--- config.mk ---
export PLATFORM = sky130hd
export DESIGN_NAME = sr_tcam_ctrl
export DESIGN_NICKNAME = d
export VERILOG_FILES = /design/src/rtl/sr_tcam_pkg.sv /design/src/rtl/sr_tcam_penc.sv /design/src/rtl/sr_tcam_ctrl.sv
export SDC_FILE = /design/constraint.sdc
export NUM_CORES = 2
export LEC_CHECK = 0
export CAP_MARGIN = 20
export CORE_AREA = 2 2 364 366
export DETAILED_ROUTE_END_ITERATION = 10
export DIE_AREA = 0 0 366 368
export PLACE_DENSITY_LB_ADDON = 0.15
export SETUP_SLACK_MARGIN = 0.15
export SYNTH_ARGS = -nofsm -noshare
export SYNTH_HDL_FRONTEND = slang
export SYNTH_SLANG_ARGS = --single-unit
--- constraint.sdc ---
create_clock -name clk -period 14.85 [get_ports clk]
set_input_delay 1.485 -clock clk [delete_from_list [all_inputs] [get_ports clk]]
set_output_delay 1.485 -clock clk [all_outputs]
set_load 0.01 [all_outputs]
--- src/rtl/sr_tcam_pkg.sv ---
// Shared constants and enums for the SRAM-emulated TCAM controller.
package sr_tcam_pkg;
   localparam int KEY_W   = 144;
   localparam int ENTRIES = 256;
   localparam int CHUNK_W = 2;
   localparam int CHUNKS  = KEY_W / CHUNK_W;
   localparam int ROWS    = 4;
   localparam int IDX_W   = 8;

   typedef enum logic {IDLE, WRITE} state_t;
   typedef enum logic {SRCH, UPD}   grant_t;
endpackage

--- src/rtl/sr_tcam_penc.sv ---
// Lowest-index priority encoder over the array match vector.
module sr_tcam_penc
   import sr_tcam_pkg::*;
#(
   parameter int N  = ENTRIES,
   parameter int IW = IDX_W
) (
   input  logic [N-1:0]  match,
   output logic          hit,
   output logic [IW-1:0] index
);
   always_comb begin
      hit   = 1'b0;
      index = '0;
      for (int unsigned i = 0; i < N; i++) begin
         if (match[i] && !hit) begin
            hit   = 1'b1;
            index = IW'(i);
         end
      end
   end
endmodule

--- src/rtl/sr_tcam_ctrl.sv ---
// Arbitrates searches and rule updates onto the shared TCAM array; pipelines
// searches and expands ternary rule writes into four per-row column writes.
module sr_tcam_ctrl #(
   parameter int KEY_W   = sr_tcam_pkg::KEY_W,
   parameter int ENTRIES = sr_tcam_pkg::ENTRIES,
   parameter int CHUNK_W = sr_tcam_pkg::CHUNK_W
) (
   input  logic                            clk,
   input  logic                            rst,
   input  logic                            srch_valid,
   output logic                            srch_ready,
   input  logic [KEY_W-1:0]                srch_key,
   output logic                            res_valid,
   output logic                            res_hit,
   output logic [sr_tcam_pkg::IDX_W-1:0]   res_index,
   input  logic                            upd_valid,
   output logic                            upd_ready,
   input  logic [sr_tcam_pkg::IDX_W-1:0]   upd_index,
   input  logic [KEY_W-1:0]                upd_value,
   input  logic [KEY_W-1:0]                upd_mask,
   input  logic                            upd_en,
   output logic                            arr_re,
   output logic [KEY_W-1:0]                arr_addr,
   input  logic [ENTRIES-1:0]              arr_match,
   output logic                            arr_we,
   output logic [1:0]                      arr_wrow,
   output logic [sr_tcam_pkg::IDX_W-1:0]   arr_wcol,
   output logic [KEY_W/CHUNK_W-1:0]        arr_wbits,
   output logic                            busy
);
   import sr_tcam_pkg::*;

   localparam int NCH = KEY_W / CHUNK_W;

   state_t             state_q, state_d;
   grant_t             last_q, last_d;
   logic [1:0]         row_q, row_d;
   logic [IDX_W-1:0]   idx_q, idx_d;
   logic [KEY_W-1:0]   val_q, val_d, msk_q, msk_d, addr_q, addr_d;
   logic               en_q, en_d;
   logic               re_q, re_d, mv_q, mv_d, rv_q, rv_d, hit_q, hit_d;
   logic [IDX_W-1:0]   ridx_q, ridx_d;
   logic               srch_acc, upd_acc, enc_hit;
   logic [IDX_W-1:0]   enc_idx;

   sr_tcam_penc #(.N(ENTRIES), .IW(IDX_W)) u_penc (
      .match (arr_match),
      .hit   (enc_hit),
      .index (enc_idx)
   );

   always_comb begin
      // readies are gated by rst so every output reads 0 while reset is held
      srch_ready = !rst && (state_q == IDLE) && !(upd_valid && (last_q == SRCH));
      upd_ready  = !rst && (state_q == IDLE) && !(srch_valid && (last_q == UPD));
      srch_acc   = srch_valid && srch_ready;
      upd_acc    = upd_valid && upd_ready;

      state_d = state_q;
      last_d  = last_q;
      row_d   = row_q;
      idx_d   = idx_q;
      val_d   = val_q;
      msk_d   = msk_q;
      en_d    = en_q;
      addr_d  = addr_q;
      hit_d   = hit_q;
      ridx_d  = ridx_q;
      re_d    = srch_acc;
      mv_d    = re_q;
      rv_d    = mv_q;

      if (srch_acc) begin
         addr_d = srch_key;
         last_d = SRCH;
      end
      if (mv_q) begin
         hit_d  = enc_hit;
         ridx_d = enc_idx;
      end

      case (state_q)
         IDLE: begin
            if (upd_acc) begin
               state_d = WRITE;
               last_d  = UPD;
               row_d   = '0;
               idx_d   = upd_index;
               val_d   = upd_value;
               msk_d   = upd_mask;
               en_d    = upd_en;
            end
         end
         WRITE: begin
            if (row_q == 2'(ROWS - 1)) state_d = IDLE;
            else                       row_d   = row_q + 2'd1;
         end
         default: state_d = IDLE;
      endcase
   end

   // write bits follow the held rule registers, so they stay put between writes
   always_comb begin
      arr_wbits = '0;
      for (int unsigned c = 0; c < NCH; c++) begin
         arr_wbits[c] = en_q &&
            (((row_q ^ val_q[c*CHUNK_W +: CHUNK_W]) & ~msk_q[c*CHUNK_W +: CHUNK_W]) == '0);
      end
   end

   always_ff @(posedge clk or posedge rst) begin
      if (rst) begin
         state_q <= IDLE;
         last_q  <= SRCH;
         row_q   <= '0;
         idx_q   <= '0;
         val_q   <= '0;
         msk_q   <= '0;
         en_q    <= 1'b0;
         addr_q  <= '0;
         re_q    <= 1'b0;
         mv_q    <= 1'b0;
         rv_q    <= 1'b0;
         hit_q   <= 1'b0;
         ridx_q  <= '0;
      end else begin
         state_q <= state_d;
         last_q  <= last_d;
         row_q   <= row_d;
         idx_q   <= idx_d;
         val_q   <= val_d;
         msk_q   <= msk_d;
         en_q    <= en_d;
         addr_q  <= addr_d;
         re_q    <= re_d;
         mv_q    <= mv_d;
         rv_q    <= rv_d;
         hit_q   <= hit_d;
         ridx_q  <= ridx_d;
      end
   end

   assign arr_re    = re_q;
   assign arr_addr  = addr_q;
   assign arr_we    = (state_q == WRITE);
   assign busy      = (state_q == WRITE);
   assign arr_wrow  = row_q;
   assign arr_wcol  = idx_q;
   assign res_valid = rv_q;
   assign res_hit   = hit_q;
   assign res_index = ridx_q;
endmodule

; ---- After elaboration in Yosys (flattened, before gate mapping)
; Cells that the tools add are included.
[word_totals]
ff_bits = 457
input_bits = 701
output_inout_bits = 241
word_cells = 1421
[op_classes]
add_sub_neg = 1
n_eq_ne = 3
mux = 520
bitwise_logic = 218
reduce_logical = 666
[ops]
columns = operator, n
row1 = 8-bit 2-to-1 mux, 128
row2 = 7-bit 2-to-1 mux, 64
row3 = 1-bit logical AND, 334
row4 = 1-bit 2-to-1 mux, 262
row5 = 1-bit logical NOT, 258
row6 = 6-bit 2-to-1 mux, 32
row7 = 2-bit AND, 72
row8 = 2-bit logical NOT, 72
row9 = 2-bit inverter, 72
row10 = 2-bit XOR, 72
row11 = 5-bit 2-to-1 mux, 16
row12 = 4-bit 2-to-1 mux, 8
row13 = 3-bit 2-to-1 mux, 4
row14 = 2-bit 2-to-1 mux, 4
row15 = 2-bit != test (second input constant), 2
row16 = 2-bit case mux with 2 select lines, 1
row17 = 2-bit AND reduction, 2
row18 = 2-bit by 1-bit adder with 2-bit output (second input constant), 1
row19 = 2-bit equality test (second input constant), 1
row20 = 1-bit inverter, 2
row21 = 1-bit case mux with 2 select lines, 1

; ---- Longest topological paths before layout
[depth]
depth_word = 766
ltp_mapped = 13
mapped_depth_nobuf = 10

; ---- Modules after synthesis
; Synthesis repeated with hierarchy kept, for this count alone.
[hier_totals]
cells_unflattened = 2145
area_unflattened_um2 = 24807.5
[by_module_without_submodules]
columns = mod, n_inst, cells_each, area_each_um2, seq_area_each_um2
row1 = sr_tcam_ctrl, 1, 1216, 19289.8, 11436.0
row2 = sr_tcam_penc, 1, 929, 5517.8, 0.0

; ---- Least setup slack after synthesis
; Ideal clock, no wire load.
[synth_path]
path_kind = input to register
startpoint = in arr_match[178]
endpoint = reg ridx_q[6] (netlist: res_index[6])
setup_time_ps = 82
arrival_ps = 4284
required_time_ps = 14768
setup_slack_ps = 10484
stages = 11
path_buffers = 2
cell_sequence = buf_2 or3_1 buf_2 or4_4 or4_1 nor4_4 nand4_2 o32ai_1 nor4bb_1 and4b_1 a31oi_1
[synth_via]
elab_chain_cells = 233
elab_cells_between_ends = 310
cone_classes = mux: 155 / reduce/logical: 155
[synth_lines]
columns = item, line
row1 = from (decl), sr_tcam_ctrl.sv:24  ; input logic [ENTRIES-1:0] arr_match,
row2 = 1-bit logical AND *, sr_tcam_penc.sv:16  ; if (match[i] && !hit) begin
row3 = 1-bit 2-to-1 mux, sr_tcam_penc.sv:16
row4 = 1-bit logical NOT, sr_tcam_penc.sv:16
row5 = 1-bit logical AND, sr_tcam_penc.sv:16
row6 = 1-bit 2-to-1 mux, sr_tcam_penc.sv:16
row7 = 1-bit logical NOT, sr_tcam_penc.sv:16
row8 = 1-bit logical AND, sr_tcam_penc.sv:16
row9 = 1-bit 2-to-1 mux, sr_tcam_penc.sv:16
row10 = [... 217 more ...], n/a
row11 = 1-bit logical AND, sr_tcam_penc.sv:16
row12 = 1-bit 2-to-1 mux, sr_tcam_penc.sv:16
row13 = 1-bit logical NOT, sr_tcam_penc.sv:16
row14 = 1-bit logical AND, sr_tcam_penc.sv:16
row15 = 1-bit 2-to-1 mux, sr_tcam_penc.sv:16
row16 = 1-bit logical NOT, sr_tcam_penc.sv:16
row17 = 1-bit logical AND, sr_tcam_penc.sv:16
row18 = 8-bit 2-to-1 mux *, sr_tcam_penc.sv:16
row19 = to (signal assigned), sr_tcam_ctrl.sv:139  ; ridx_q <= ridx_d;
row20 = to (decl), sr_tcam_ctrl.sv:42  ; logic [IDX_W-1:0] ridx_q, ridx_d;
; Every way passes the cells marked *; elsewhere a longest branch is shown, timed or not.
; A chain may end at the register's enable or synchronous reset.

==> metrics <==
Fin Clk Skew 62.74 ps; Setup violations, final 0; layout overhead on the synthesized area 54.34%; synthesized instance count 2498; standby leakage power 14.86 nW; post-synthesis async set-or-reset flop share 100.0%; category of the worst setup path capture point register; cell taking the most area after synthesis dfrtp_1; Inserted Clock Buffers 60; Clock Sink Count 457; post-route worst setup slack 8732 ps; residual overflow from global routing 0; die area 134700 µm²; quantity of I/O buffers inserted on ports 941; count of cell types in the netlist 74; total of flip-flops plus latches after synthesis 457; count of pins on the block boundary 942; Final min period 6118 ps; number of nets in the layout 4120; Core Area 130800 µm²; Hold-fix buffers, CTS 0; total wire length 140300 µm; share of power burned in the clock network 21.8%; Antenna Violating Nets Remaining 0; Power, Total 6.660 mW; largest cells by area after synthesis dfrtp_1 46%, mux2_2 14%, nand2_1 7.6%; Avg WL per Cell 26.82 µm; RSZ-0062 raised after global routing no; Final Hold Vio Count 0; width of the chip 366 µm; vias post-DR 24617; cell mode on critical path nor4_1; Int Power 4.351 mW; CTS H-tree depth 2; max capacitance violation total 0; HP Class register to register; post-CTS sizing 0; number of buffers inserted by post-CTS setup repair 0; number of cells on the worst reg-to-reg path 7; CP startpoint kind input port; cell at the root of the clock tree clkbuf_16; sequential cell fraction of total power 35.0%; net switching power 2.309 mW; number of buffers between clock root and the deepest sink 3; first drt pass iteration count 9; Peak supply drop 109.4 µV; relative slew slack 15.88%; final count of pins violating max slew 0; vertical die dimension 368 µm; CP required 15370 ps; part of the Yosys area used for sequential elements 46.22%; mean cell area of the mapped netlist 9.905 µm²; share of the cycle needed by the critical path after routing 41.20%; area used by sequential logic in the layout 11450 µm²; number of design rule violations left after detail routing 0; first-pass GRT wire length 196300 µm; timing-limited maximum frequency 163.5 MHz; maximum fanout along the worst path 11; Tightest Pin Transition 1230 ps; Largest stage delay, worst path 960 ps; Final TNS setup 0 ps; placement-stage worst setup slack 8439 ps; list of most frequent post-synthesis cells 501 x nand2_1, 457 x dfrtp_1, 297 x mux2_2; category of the critical setup timing path input port to register; total number of yosys warnings 0; Routability Congestion 0.9791; clock tree from TritonCTS done; top-count cell post-synth nand2_1; Hold Path Stages 0; fraction of layout instances using a drive strength above 1 15.53%; power density over cell area 174.4 nW/µm²; placement row count 133; result of the run finished clean; number of synthesized flops with an enable pin 0; number of filler instances in the final layout 13971; average via count per standard cell 4.706; largest net degree at the start of global routing 176; Multi-input gate area 12750 µm²; via count of the first global-routing pass 25594; combinational share of power 43.2%; Post-Synthesis Net Count 3200; critical path data arrival time 6630 ps; clock insertion delay at the later pin of the skew report 670 ps; main flop type after synthesis dfrtp_1; master of the slowest instance on the critical path nor4_1; netlist area before placement 24740 µm²; sequence of cells on the critical path clkdlybuf4s50_1 -> nor4_1 -> nand4_1 -> nor2_1 -> nand2_1 -> or4_1 -> o311ai_0 -> nor4_1 -> and3_1 -> a31oi_1; starting density of the core 18.92%; Synth top area share 46.22%; global router's overall resource usage 20.11%; switching part of the total 34.67%; total half-perimeter wirelength after legalization and detailed placement 111900 µm; initial detailed-routing violation count 1849; clock slew at reported path FFs 60 ps; initial antenna violation count 34
worst max-delay path: cells and delay by family:
kind | cells | cell delay (ps)
AND/OR/NAND/NOR | 7 | 3570
buffers and inverters | 1 | 480
AO/OA/AOI/OAI | 2 | 1100
registers in the layout (all words and copies together) (netlist names):
signal and count:
last_q 1, res_valid 1, mv_q 1, arr_wrow 2
arr_addr 144, en_q 1, val_q 144, res_index 8
arr_we 1, msk_q 144, res_hit 1, arr_re 1
arr_wcol 8
stage by stage:
step | hold slack [ps] | instances | utilization [%] | cell area [µm²]
floorplan | 391.9 | 2498 | - | 24740
global route | 389.7 | 5226 | 29.19 | 38170
finish | 374.4 | 5231 | 29.20 | 38190
global placement | 359.3 | 5111 | 27.68 | 36210
detailed placement | 361.5 | 5111 | 27.68 | 36210
CTS | 376.9 | 5220 | 29.17 | 38160
cells by family after synthesis:
kind of cell             after synthesis  share of synthesized area (%)
AO/OA/AOI/OAI                        285                          9.259
XOR/XNOR                             144                          5.097
adder cells (fa/ha/maj)                1                        0.05056
buffers and inverters                151                          2.356
flip-flops                           457                          46.22
multiplexers                         297                          13.52
AND/OR/NAND/NOR                     1163                          23.50
cell type report:
cell class	count	share of cell area, %
clock buffer	82	4.515
inverter	40	0.4194
antenna	11	0.07208
sequential	457	29.98
tap	1755	5.750
multi-input combinational	1890	33.39
timing repair buffer	969	25.28
clock inverter	27	0.5931
cells in the final DEF (no fill, tap or decap), drive strengths merged, types with 46 or more instances in the layout:
master and instances:
nor3 71, clkbuf 82, nand4 66, nand2 501
or4 46, clkdlybuf4s50 941, nor4 96, nor2 169
mux2 297, dfrtp 457, nand3 58, o221a 72
xnor2 144
power by group through the flow:
| stage | logic [mW] | registers, mW | clock network (mW) |
|---|---|---|---|
| detailed placement | 2.92 | 2.34 | 0 |
| floorplan | 1.41 | 2.29 | 0 |
| global placement | 2.92 | 2.34 | 0 |
| CTS | 2.94 | 2.33 | 1.51 |
| finish | 2.88 | 2.33 | 1.45 |
| global route | 3.10 | 2.42 | 1.56 |
routing by layer:
metal	track usage (%)	share of wire, %
met3	5.481	7.7
met5	0	0.070
met1	23.22	39
met2	35.59	50
met4	6.893	3.5
path summary, 6_finish.rpt:
kind,slack [ps],end,start
hold reg to reg,370,mv_q,arr_re
min in group asynchronous,1500,arr_addr[11],rst
setup / recovery,8730,res_index[6],arr_match[57]
hold / removal,370,mv_q,arr_re
max in group asynchronous,10890,res_valid,rst
setup reg to reg,11100,arr_addr[82],arr_we
Power figures use the tool's default switching activity.
